===== config.mk =====
export PLATFORM = sky130hd
export DESIGN_NAME = axi_lite_slave_mem
export DESIGN_NICKNAME = d
export VERILOG_FILES = /design/src/rtl/axi_lite_pkg.sv /design/src/rtl/axi_lite_byte_ram.sv /design/src/rtl/axi_lite_slave_mem.sv
export SDC_FILE = /design/constraint.sdc
export NUM_CORES = 1
export LEC_CHECK = 0
export CORE_ASPECT_RATIO = 0.7
export CORE_MARGIN = 10
export CORE_UTILIZATION = 31
export DETAILED_ROUTE_END_ITERATION = 7
export MAX_ROUTING_LAYER = met4
export PLACE_DENSITY_LB_ADDON = 0.08
export SLEW_MARGIN = 20
export SYNTH_ARGS = -nofsm -noshare
export SYNTH_HDL_FRONTEND = slang
export SYNTH_SLANG_ARGS = --single-unit

===== constraint.sdc =====
create_clock -name ACLK -period 2.6 [get_ports ACLK]
set_clock_uncertainty 0.05 [all_clocks]
set_input_delay 0.52 -clock ACLK [delete_from_list [all_inputs] [get_ports ACLK]]
set_output_delay 0.52 -clock ACLK [all_outputs]
set_load 0.05 [all_outputs]

===== src/rtl/axi_lite_pkg.sv =====
// Shared definitions for the AXI4-Lite slave memory: response codes and path states.
// Latency: n/a (types and constants only).
// Backpressure: n/a.
package axi_lite_pkg;

    localparam logic [1:0] RESP_OKAY   = 2'b00;
    localparam logic [1:0] RESP_SLVERR = 2'b10;

    // Write path: idle/collecting AW and W, or holding a B response.
    typedef enum logic {
        WR_IDLE,
        WR_RESP
    } wr_state_t;

    // Read path: idle, ARREADY raised awaiting handshake, or holding R data.
    typedef enum logic [1:0] {
        RD_IDLE,
        RD_ADDR,
        RD_DATA
    } rd_state_t;

endpackage


===== src/rtl/axi_lite_byte_ram.sv =====
// DEPTH x DATA_W word memory with per-byte write enables, synchronous clear and async read.
// Latency: write lands at the clock edge, read is combinational from raddr.
// Backpressure: none; clear takes priority over a write in the same cycle.
module axi_lite_byte_ram #(
    parameter int DATA_W = 32,
    parameter int DEPTH  = 16,
    parameter int IDX_W  = 4
) (
    input  logic                  clk,
    input  logic                  clr,
    input  logic                  we,
    input  logic [DATA_W/8-1:0]   be,
    input  logic [IDX_W-1:0]      waddr,
    input  logic [DATA_W-1:0]     wdata,
    input  logic [IDX_W-1:0]      raddr,
    output logic [DATA_W-1:0]     rdata
);

    logic [DATA_W-1:0] mem [DEPTH];

    // Clear all words, or write the enabled byte lanes of one word.
    always_ff @(posedge clk) begin
        if (clr) begin
            for (int i = 0; i < DEPTH; i++) begin
                mem[i] <= '0;
            end
        end else if (we) begin
            for (int b = 0; b < DATA_W / 8; b++) begin
                if (be[b]) begin
                    mem[waddr][8*b +: 8] <= wdata[8*b +: 8];
                end
            end
        end
    end

    assign rdata = mem[raddr];

endmodule


===== src/rtl/axi_lite_slave_mem.sv =====
// AXI4-Lite slave backed by a byte-strobed word memory; optional preload port under AXI_SLV_PRELOAD_EN.
// Latency: xREADY one cycle after request, B one cycle after AW+W latched, R one cycle after AR handshake.
// Backpressure: one outstanding write and one outstanding read; B/R held until BREADY/RREADY.
module axi_lite_slave_mem #(
    parameter int ADDR_W = 32,
    parameter int DATA_W = 32,
    parameter int DEPTH  = 16
) (
    input  logic                  ACLK,
    input  logic                  ARESET,
    input  logic                  AWVALID,
    input  logic [ADDR_W-1:0]     AWADDR,
    output logic                  AWREADY,
    input  logic                  WVALID,
    input  logic [DATA_W-1:0]     WDATA,
    input  logic [DATA_W/8-1:0]   WSTRB,
    output logic                  WREADY,
    input  logic                  BREADY,
    output logic                  BVALID,
    output logic [1:0]            BRESP,
    input  logic                  ARVALID,
    input  logic [ADDR_W-1:0]     ARADDR,
    output logic                  ARREADY,
    input  logic                  RREADY,
    output logic                  RVALID,
    output logic [DATA_W-1:0]     RDATA,
    output logic [1:0]            RRESP,
    input  logic                  valid,
    input  logic                  read_valid,
    input  logic [ADDR_W-1:0]     aw_addr,
    input  logic [DATA_W-1:0]     w_data,
    input  logic [DATA_W/8-1:0]   w_strb,
    output logic                  ready
);
    import axi_lite_pkg::*;

    localparam int STRB_W = DATA_W / 8;
    localparam int IDX_W  = (DEPTH > 1) ? $clog2(DEPTH) : 1;
    localparam logic [ADDR_W-1:0] ADDR_LIMIT = ADDR_W'(DEPTH * 4);

    function automatic logic in_range(input logic [ADDR_W-1:0] a);
        return a < ADDR_LIMIT;
    endfunction

    wr_state_t             wr_state, wr_state_nxt;
    rd_state_t             rd_state, rd_state_nxt;
    logic                  aw_lat, aw_lat_nxt, w_lat, w_lat_nxt;
    logic [ADDR_W-1:0]     aw_addr_q, aw_addr_nxt;
    logic [DATA_W-1:0]     w_data_q, w_data_nxt;
    logic [STRB_W-1:0]     w_strb_q, w_strb_nxt;
    logic                  awready_nxt, wready_nxt, bvalid_nxt, arready_nxt, rvalid_nxt, ready_nxt;
    logic [1:0]            bresp_nxt, rresp_nxt;
    logic [DATA_W-1:0]     rdata_nxt;

    logic                  ram_we;
    logic [IDX_W-1:0]      ram_waddr;
    logic [DATA_W-1:0]     ram_wdata, ram_rdata;
    logic [STRB_W-1:0]     ram_be;

`ifndef AXI_SLV_PRELOAD_EN
    logic unused_preload;
    assign unused_preload = ^{aw_addr, w_data, w_strb};
`endif

    axi_lite_byte_ram #(.DATA_W(DATA_W), .DEPTH(DEPTH), .IDX_W(IDX_W)) u_ram (
        .clk   (ACLK),
        .clr   (ARESET),
        .we    (ram_we),
        .be    (ram_be),
        .waddr (ram_waddr),
        .wdata (ram_wdata),
        .raddr (ARADDR[2 +: IDX_W]),
        .rdata (ram_rdata)
    );

    // Next-state and next-output decode for both independent paths.
    always_comb begin
        wr_state_nxt = wr_state;
        rd_state_nxt = rd_state;
        aw_lat_nxt   = aw_lat;
        aw_addr_nxt  = aw_addr_q;
        w_lat_nxt    = w_lat;
        w_data_nxt   = w_data_q;
        w_strb_nxt   = w_strb_q;
        bvalid_nxt   = BVALID;
        bresp_nxt    = BRESP;
        rvalid_nxt   = RVALID;
        rdata_nxt    = RDATA;
        rresp_nxt    = RRESP;
        arready_nxt  = 1'b0;
        ram_we       = 1'b0;
        ram_waddr    = aw_addr_q[2 +: IDX_W];
        ram_wdata    = w_data_q;
        ram_be       = w_strb_q;

        // AWREADY/WREADY are single-cycle pulses; an accepted beat is never aborted by valid.
        awready_nxt = AWVALID && valid && !aw_lat && !BVALID && !AWREADY;
        wready_nxt  = WVALID  && valid && !w_lat  && !BVALID && !WREADY;
        if (AWVALID && AWREADY) begin
            aw_lat_nxt  = 1'b1;
            aw_addr_nxt = AWADDR;
        end
        if (WVALID && WREADY) begin
            w_lat_nxt  = 1'b1;
            w_data_nxt = WDATA;
            w_strb_nxt = WSTRB;
        end

`ifdef AXI_SLV_PRELOAD_EN
        // Side-band preload only when the AXI write path is completely quiet.
        if (valid && !AWVALID && !aw_lat && !w_lat && !BVALID) begin
            ram_we    = in_range(aw_addr);
            ram_waddr = aw_addr[2 +: IDX_W];
            ram_wdata = w_data;
            ram_be    = w_strb;
        end
`endif

        case (wr_state)
            WR_IDLE: begin
                if (aw_lat && w_lat) begin
                    ram_we       = in_range(aw_addr_q);
                    bresp_nxt    = in_range(aw_addr_q) ? RESP_OKAY : RESP_SLVERR;
                    bvalid_nxt   = 1'b1;
                    aw_lat_nxt   = 1'b0;
                    w_lat_nxt    = 1'b0;
                    wr_state_nxt = WR_RESP;
                end
            end
            WR_RESP: begin
                if (BREADY) begin
                    bvalid_nxt   = 1'b0;
                    wr_state_nxt = WR_IDLE;
                end
            end
        endcase

        // Read data is sampled at the AR handshake edge, so a same-edge write is not visible.
        case (rd_state)
            RD_IDLE: begin
                if (ARVALID && read_valid) begin
                    arready_nxt  = 1'b1;
                    rd_state_nxt = RD_ADDR;
                end
            end
            RD_ADDR: begin
                if (ARVALID) begin
                    rvalid_nxt   = 1'b1;
                    rdata_nxt    = in_range(ARADDR) ? ram_rdata : '0;
                    rresp_nxt    = in_range(ARADDR) ? RESP_OKAY : RESP_SLVERR;
                    rd_state_nxt = RD_DATA;
                end else begin
                    rd_state_nxt = RD_IDLE;
                end
            end
            RD_DATA: begin
                if (RREADY) begin
                    rvalid_nxt   = 1'b0;
                    rdata_nxt    = '0;
                    rd_state_nxt = RD_IDLE;
                end
            end
            default: rd_state_nxt = RD_IDLE;
        endcase

        ready_nxt = !(aw_lat_nxt || w_lat_nxt || bvalid_nxt || rvalid_nxt);
    end

    // State, latches and all outputs registered; reset drops any in-flight transaction.
    always_ff @(posedge ACLK) begin
        if (ARESET) begin
            wr_state  <= WR_IDLE;
            rd_state  <= RD_IDLE;
            aw_lat    <= 1'b0;
            aw_addr_q <= '0;
            w_lat     <= 1'b0;
            w_data_q  <= '0;
            w_strb_q  <= '0;
            AWREADY   <= 1'b0;
            WREADY    <= 1'b0;
            BVALID    <= 1'b0;
            BRESP     <= '0;
            ARREADY   <= 1'b0;
            RVALID    <= 1'b0;
            RDATA     <= '0;
            RRESP     <= '0;
            ready     <= 1'b0;
        end else begin
            wr_state  <= wr_state_nxt;
            rd_state  <= rd_state_nxt;
            aw_lat    <= aw_lat_nxt;
            aw_addr_q <= aw_addr_nxt;
            w_lat     <= w_lat_nxt;
            w_data_q  <= w_data_nxt;
            w_strb_q  <= w_strb_nxt;
            AWREADY   <= awready_nxt;
            WREADY    <= wready_nxt;
            BVALID    <= bvalid_nxt;
            BRESP     <= bresp_nxt;
            ARREADY   <= arready_nxt;
            RVALID    <= rvalid_nxt;
            RDATA     <= rdata_nxt;
            RRESP     <= rresp_nxt;
            ready     <= ready_nxt;
        end
    end

endmodule


=== Yosys cells after proc, flatten, opt, wreduce, memory -nomap -nowiden ===
Memory sizes are Yosys's and may differ from the RTL's.
Cells that the tools add are included.
Widths: inputs -> output; s select.

* Order comparisons: 2
* Equality and inequality tests: 5
* Muxes and demuxes: 49
* Bitwise logic cells: 2
* Reductions and logical operators: 29

{| class="wikitable"
|+ Operators with widths
! cell !! number
|-
| $mux 32 || 4
|-
| $lt 32x7->1 const B || 2
|-
| $pmux 32 s2 || 1
|-
| $mux 1 || 33
|-
| $reduce_or 32->1 || 1
|-
| $logic_and 1x1->1 || 12
|-
| $mux 2 || 5
|-
| $mux 4 || 2
|-
| $logic_not 1->1 || 6
|-
| $ne 2x2->1 const B || 3
|-
| $pmux 1 s2 || 3
|-
| $pmux 2 s3 || 1
|-
| $reduce_and 2->1 || 3
|-
| $logic_or 1x1->1 || 3
|-
| $reduce_and 3->1 || 1
|-
| $eq 2x1->1 const B || 1
|-
| $eq 2x2->1 const B || 1
|-
| $logic_not 2->1 || 1
|-
| $not 1->1 || 2
|-
| $reduce_bool 2->1 || 1
|-
| $reduce_or 2->1 || 1
|}

* Register bits after elaboration: 115
* RAM bits: 512
* Bits of input ports: 177
* Memories kept: 1

{| class="wikitable"
|+ Memory list
! memory !! words !! bits a word !! read ports !! clocked after Yosys merged registers in !! wr ports !! line !! RTL
|-
| u_ram.mem || 16 || 32 || 1 || 0 || 16 || axi_lite_byte_ram.sv:19 || <nowiki>logic [DATA_W-1:0] mem [DEPTH];</nowiki>
|}

=== Logic depth before layout (Yosys ltp) ===
* Depth after elaboration: 8
* Mapped depth: 8
* Gate-level depth less buffers: 6

=== Hierarchy ===
A second synthesis with hierarchy kept.

* Cell total of the unflattened synthesis: 2,045
* Area, all modules: 27,042.2 um^2

{| class="wikitable"
|+ By module, submodules not included
! module !! times used !! cells an instance !! area each (um^2)
|-
| axi_lite_byte_ram || 1 || 1,526 || 22,301.4
|-
| axi_lite_slave_mem || 1 || 519 || 4,740.8
|}

=== Least setup slack after synthesis ===
OpenSTA, ideal clock, no wires.

* Kind: input to register
* Start point: input ARADDR[2]
* End point: register RDATA[0]
* Data arrival time: 1.976 ns
* Data required time: 2.433 ns
* Path slack: 0.457 ns
* Stages on the path: 7
* Buffers on the path: 3
* Cell sequence: buf_2 -> buf_2 -> buf_2 -> mux4_2 -> mux2i_1 -> nand2_1 -> a22o_1

* Cells in the longest elaborated chain, start to end: 4

{| class="wikitable"
|+ Ends and longest elaborated chain
! element !! line !! RTL
|-
| start: declaration || axi_lite_slave_mem.sv:22 || <nowiki>input logic [ADDR_W-1:0] ARADDR,</nowiki>
|-
| $lt 32x7->1 or $mem_v2 16x32 (tied branches) || n/a ||
|-
| $mux 32 (*) || axi_lite_slave_mem.sv:149 || <nowiki>rdata_nxt = in_range(ARADDR) ? ram_rdata : '0;</nowiki>
|-
| $mux 32 (*) || axi_lite_slave_mem.sv:147 || <nowiki>if (ARVALID) begin</nowiki>
|-
| $pmux 32 s2 (*) || axi_lite_slave_mem.sv:139 || <nowiki>case (rd_state)</nowiki>
|-
| end signal: assignment || axi_lite_slave_mem.sv:202 || <nowiki>RDATA <= rdata_nxt;</nowiki>
|-
| end: declaration || axi_lite_slave_mem.sv:26 || <nowiki>output logic [DATA_W-1:0] RDATA,</nowiki>
|}

Every way passes the cells marked *; elsewhere a longest branch is shown, timed or not. The select of a mux whose other input is x is not followed.
A chain may end at the register's enable or synchronous reset.

=== Worst setup path after layout ===
* Start point: register RDATA[26]
* End point: output RDATA[26]

No word-level cell between the ends.

==> results.txt <==
switching pwr -> 4884 uW
Core Util, Final -> 0.3826
worst-path cell chain -> clkdlybuf4s50_1
aggregate global routing overflow -> 0
Async SR Flop Fraction -> 0
Worst path slowest cell -> clkdlybuf4s50_1
Port-buffer cells -> 144
type of destination of the critical path -> primary output
most instantiated flip-flop cell in the synthesis netlist -> edfxtp_1
TritonCTS Sinks -> 623
run status -> complete, no violations
met2 track utilization from global routing -> 0.2801
placement row count -> 90
met1 layer usage reported by global route -> 0.2365
detailed placer's ending HPWL -> 55440 um
CTS hold repair buffers -> 0
maximum single-stage delay on the critical path -> 880 ps
clock root buffer -> clkbuf_16
total internal power -> 16840 uW
average wire length per cell after detail routing -> 24.94 um
die width -> 372.6 um
critical path peak fanout -> 2
global-route wire length before repair -> 128100 um
synthesis-to-layout area growth -> 22.31%
quantity of gates resized following cts -> 0
final setup violation count -> 0
number of remaining DRC errors -> 0
worst-skew pair later-pin latency -> 610 ps
Worst path top cell family by delay -> buffers and inverters
post-route setup TNS -> 0 ps
final wirelength -> 88000 um
buffers plus inverters on the worst setup path -> 1
Clock power frac -> 0.416
multi-input logic area -> 0.008497 mm2
count of different cell masters after synthesis -> 46
post-synthesis instance area -> 0.02698 mm2
sequential share of power -> 0.512
sequential cell area -> 0.01760 mm2
crit start category -> flop
clock-pin transition on the worst setup and hold timing paths -> 60 ps
Cell Area, Placed -> 0.03099 mm2
worst vdd rail ir drop -> 0.4171 mV
drt via density -> 5.135
slew at the pin with the worst max-slew slack -> 691.0 ps
area enclosed by the die boundary -> 0.09943 mm2
Crit path required time -> 2030 ps
Max Root-Sink Buffers -> 3
Switching Share -> 0.2248
1st-iter DRT viols -> 1747
time the final worst path needs with I/O delays and setup -> 2540 ps
count of synthesis-stage warnings from yosys -> 0
number of iterations in the first detailed-routing pass -> 8
# Max-Cap Violations -> 0
fraction of layout cells with a size suffix above 1 -> 0.2184
H-tree depth -> 3
Post CTS Setup Buffer Count -> 0
Floorplan Core Area -> 0.08626 mm2
maximum operating frequency -> 393.7 MHz
number of synthesized flops with an enable pin -> 512
relative contribution of combinational cells to total power -> 0.071
Rel. slew slack -> 0.5275
Most Used Layer, Global Route -> met2
total power per unit cell area -> 658.3 mW/mm2
vias in the first global route -> 18740
instance count of the mapped netlist -> 2136
mean area per synthesized cell -> 12.63 um2
design area -> 0.03300 mm2
type of the tightest min-delay check -> in -> reg
Top-Level Pins -> 219
total CTS buffers -> 66
# nets final -> 2507
count of final hold-check violations -> 0
TritonCTS clock tree -> yes
combined global-route utilization of all metal layers -> 0.1785
initial core utilization -> 0.3128
RSZ-0062 raised after global routing -> false
met3 routing resource usage after global routing -> 0.03021
post-layout total power -> 21730 uW
final slew viol count -> 0
signal arrival time at the worst endpoint -> 1970 ps
antenna violations before repair -> 6
maximum number of pins on one net before global-route repair -> 65
Pleak -> 0.01112 uW
Seq/Total Area, Yosys -> 0.6522
remaining antenna violation count -> 0
final estimated routing congestion in global placement -> 0.7779
critical path class -> reg -> out
final period utilization -> 0.9768
detailed-route via count -> 18120
number of storage elements in the synthesis netlist -> 623
DIE HEIGHT -> 266.8 um
Filler cells -> 8343
-- per-stage QoR --
step | instances | worst slack, ps | hold WS, ps
6_report | 3528 | 60.24 | 232.9
3_3_place_gp | 3409 | -185.6 | 397.0
3_5_place_dp | 3409 | -161.7 | 395.9
5_1_grt | 3528 | 1.828 | 230.7
2_1_floorplan | 2137 | 456.9 | 363.6
4_1_cts | 3526 | 30.82 | 203.7
-- metal layers --
layer | up-vias | part of all wire | wire length, um
li1 | 8164 | - | -
met1 | 9323 | 0.46 | 40040
met2 | 501 | 0.46 | 40780
met3 | 128 | 0.056 | 4885
met4 | 0 | 0.026 | 2288
met5 | - | 0 | 0
-- worst register-to-register path: cells and delay by family, from the launching register on --
| kind | cells | cell delay [ps] |
|---|---|---|
| buffers and inverters | 2 | 410 |
| AO/OA/AOI/OAI | 1 | 390 |
| flip-flops | 1 | 320 |
| AND/OR/NAND/NOR | 3 | 980 |
-- layout make-up --
cell class                 instances  share of cell area
multi-input combinational       1304              0.2575
clock inverter                    21            0.004132
tap                             1150             0.04360
timing repair buffer             329              0.1048
clock buffer                      96             0.05634
sequential                       623              0.5332
antenna                            2           0.0001516
inverter                           3           0.0003412
-- flip-flops by register name (all words and copies together), names as in the netlist, 2 cells and up --
| register | count |
|---|---|
| u_ram.mem | 512 |
| aw_addr_q | 30 |
| rd_state | 2 |
| RDATA | 32 |
| ram_wdata | 32 |
| ram_be | 4 |
-- cell usage after synthesis, types with 3 or more instances --
library cell    n  area share
a222oi_1       31       0.012
inv_1           3     0.00042
a22o_1         32       0.010
nor2_1        525       0.073
mux2_2        123       0.051
nor4_1         13      0.0030
buf_1           9      0.0013
edfxtp_1      512        0.57
clkbuf_1      134       0.019
and3_1          8      0.0019
mux2i_1        33       0.012
nand3_1         3     0.00056
ha_1            3      0.0014
buf_6           6      0.0025
nor3_1          6      0.0011
a21o_1         17      0.0047
dfxtp_1       111       0.082
a31o_2         48       0.016
nand2_1       205       0.029
mux2_1          3      0.0013
buf_2          51      0.0095
a2111oi_0      31       0.010
buf_4           7      0.0019
nor2b_1        14      0.0032
mux4_2         65       0.054
and2_1          3     0.00070
nand4_1        15      0.0035
a21oi_1       103       0.019
-- power groups by stage --
stage | clock (uW) | combinational [uW] | sequential [uW]
after detailed placement | 0 | 1560 | 11300
final | 9050 | 1550 | 11100
after floorplan | 0 | 811 | 11300
after global placement | 0 | 1550 | 11300
after CTS | 9310 | 1570 | 11100
after global routing | 9710 | 1650 | 11200
-- placed cells by master (no fill, tap or decap), types with 23 or more instances in the layout --
master,count
a2111oi_0,31
a21oi_1,102
a222oi_1,31
a22o_1,32
a31o_2,47
buf_12,51
buf_4,135
clkbuf_1,23
clkbuf_16,69
clkdlybuf4s50_1,139
dfxtp_1,111
edfxtp_1,512
mux2_2,123
mux2i_1,33
mux4_2,65
nand2_1,205
nor2_1,524
-- worst paths after layout --
kind / from / to / slack (ps) / cells after the start
worst max-delay path: RDATA[26] / RDATA[26] / 60 / 1
worst min-delay path: ARESET / aw_addr_q[6] / 230 / 2
worst max register to register: aw_addr_q[31] / u_ram.mem[8][27] / 130 / 6
worst min register to register: ram_wdata[30] / ram_wdata[30] / 400 / 2
-- kinds of logic after synthesis --
logic type | Yosys count | share of synthesized area
mux | 224 | 0.1191
flops | 623 | 0.6522
simple gates | 808 | 0.1204
fa+ha+maj | 3 | 0.001391
other cells | 1 | 0.0001390
buf+inv | 210 | 0.03422
compound gates | 267 | 0.07262
Power figures use the tool's default switching activity.
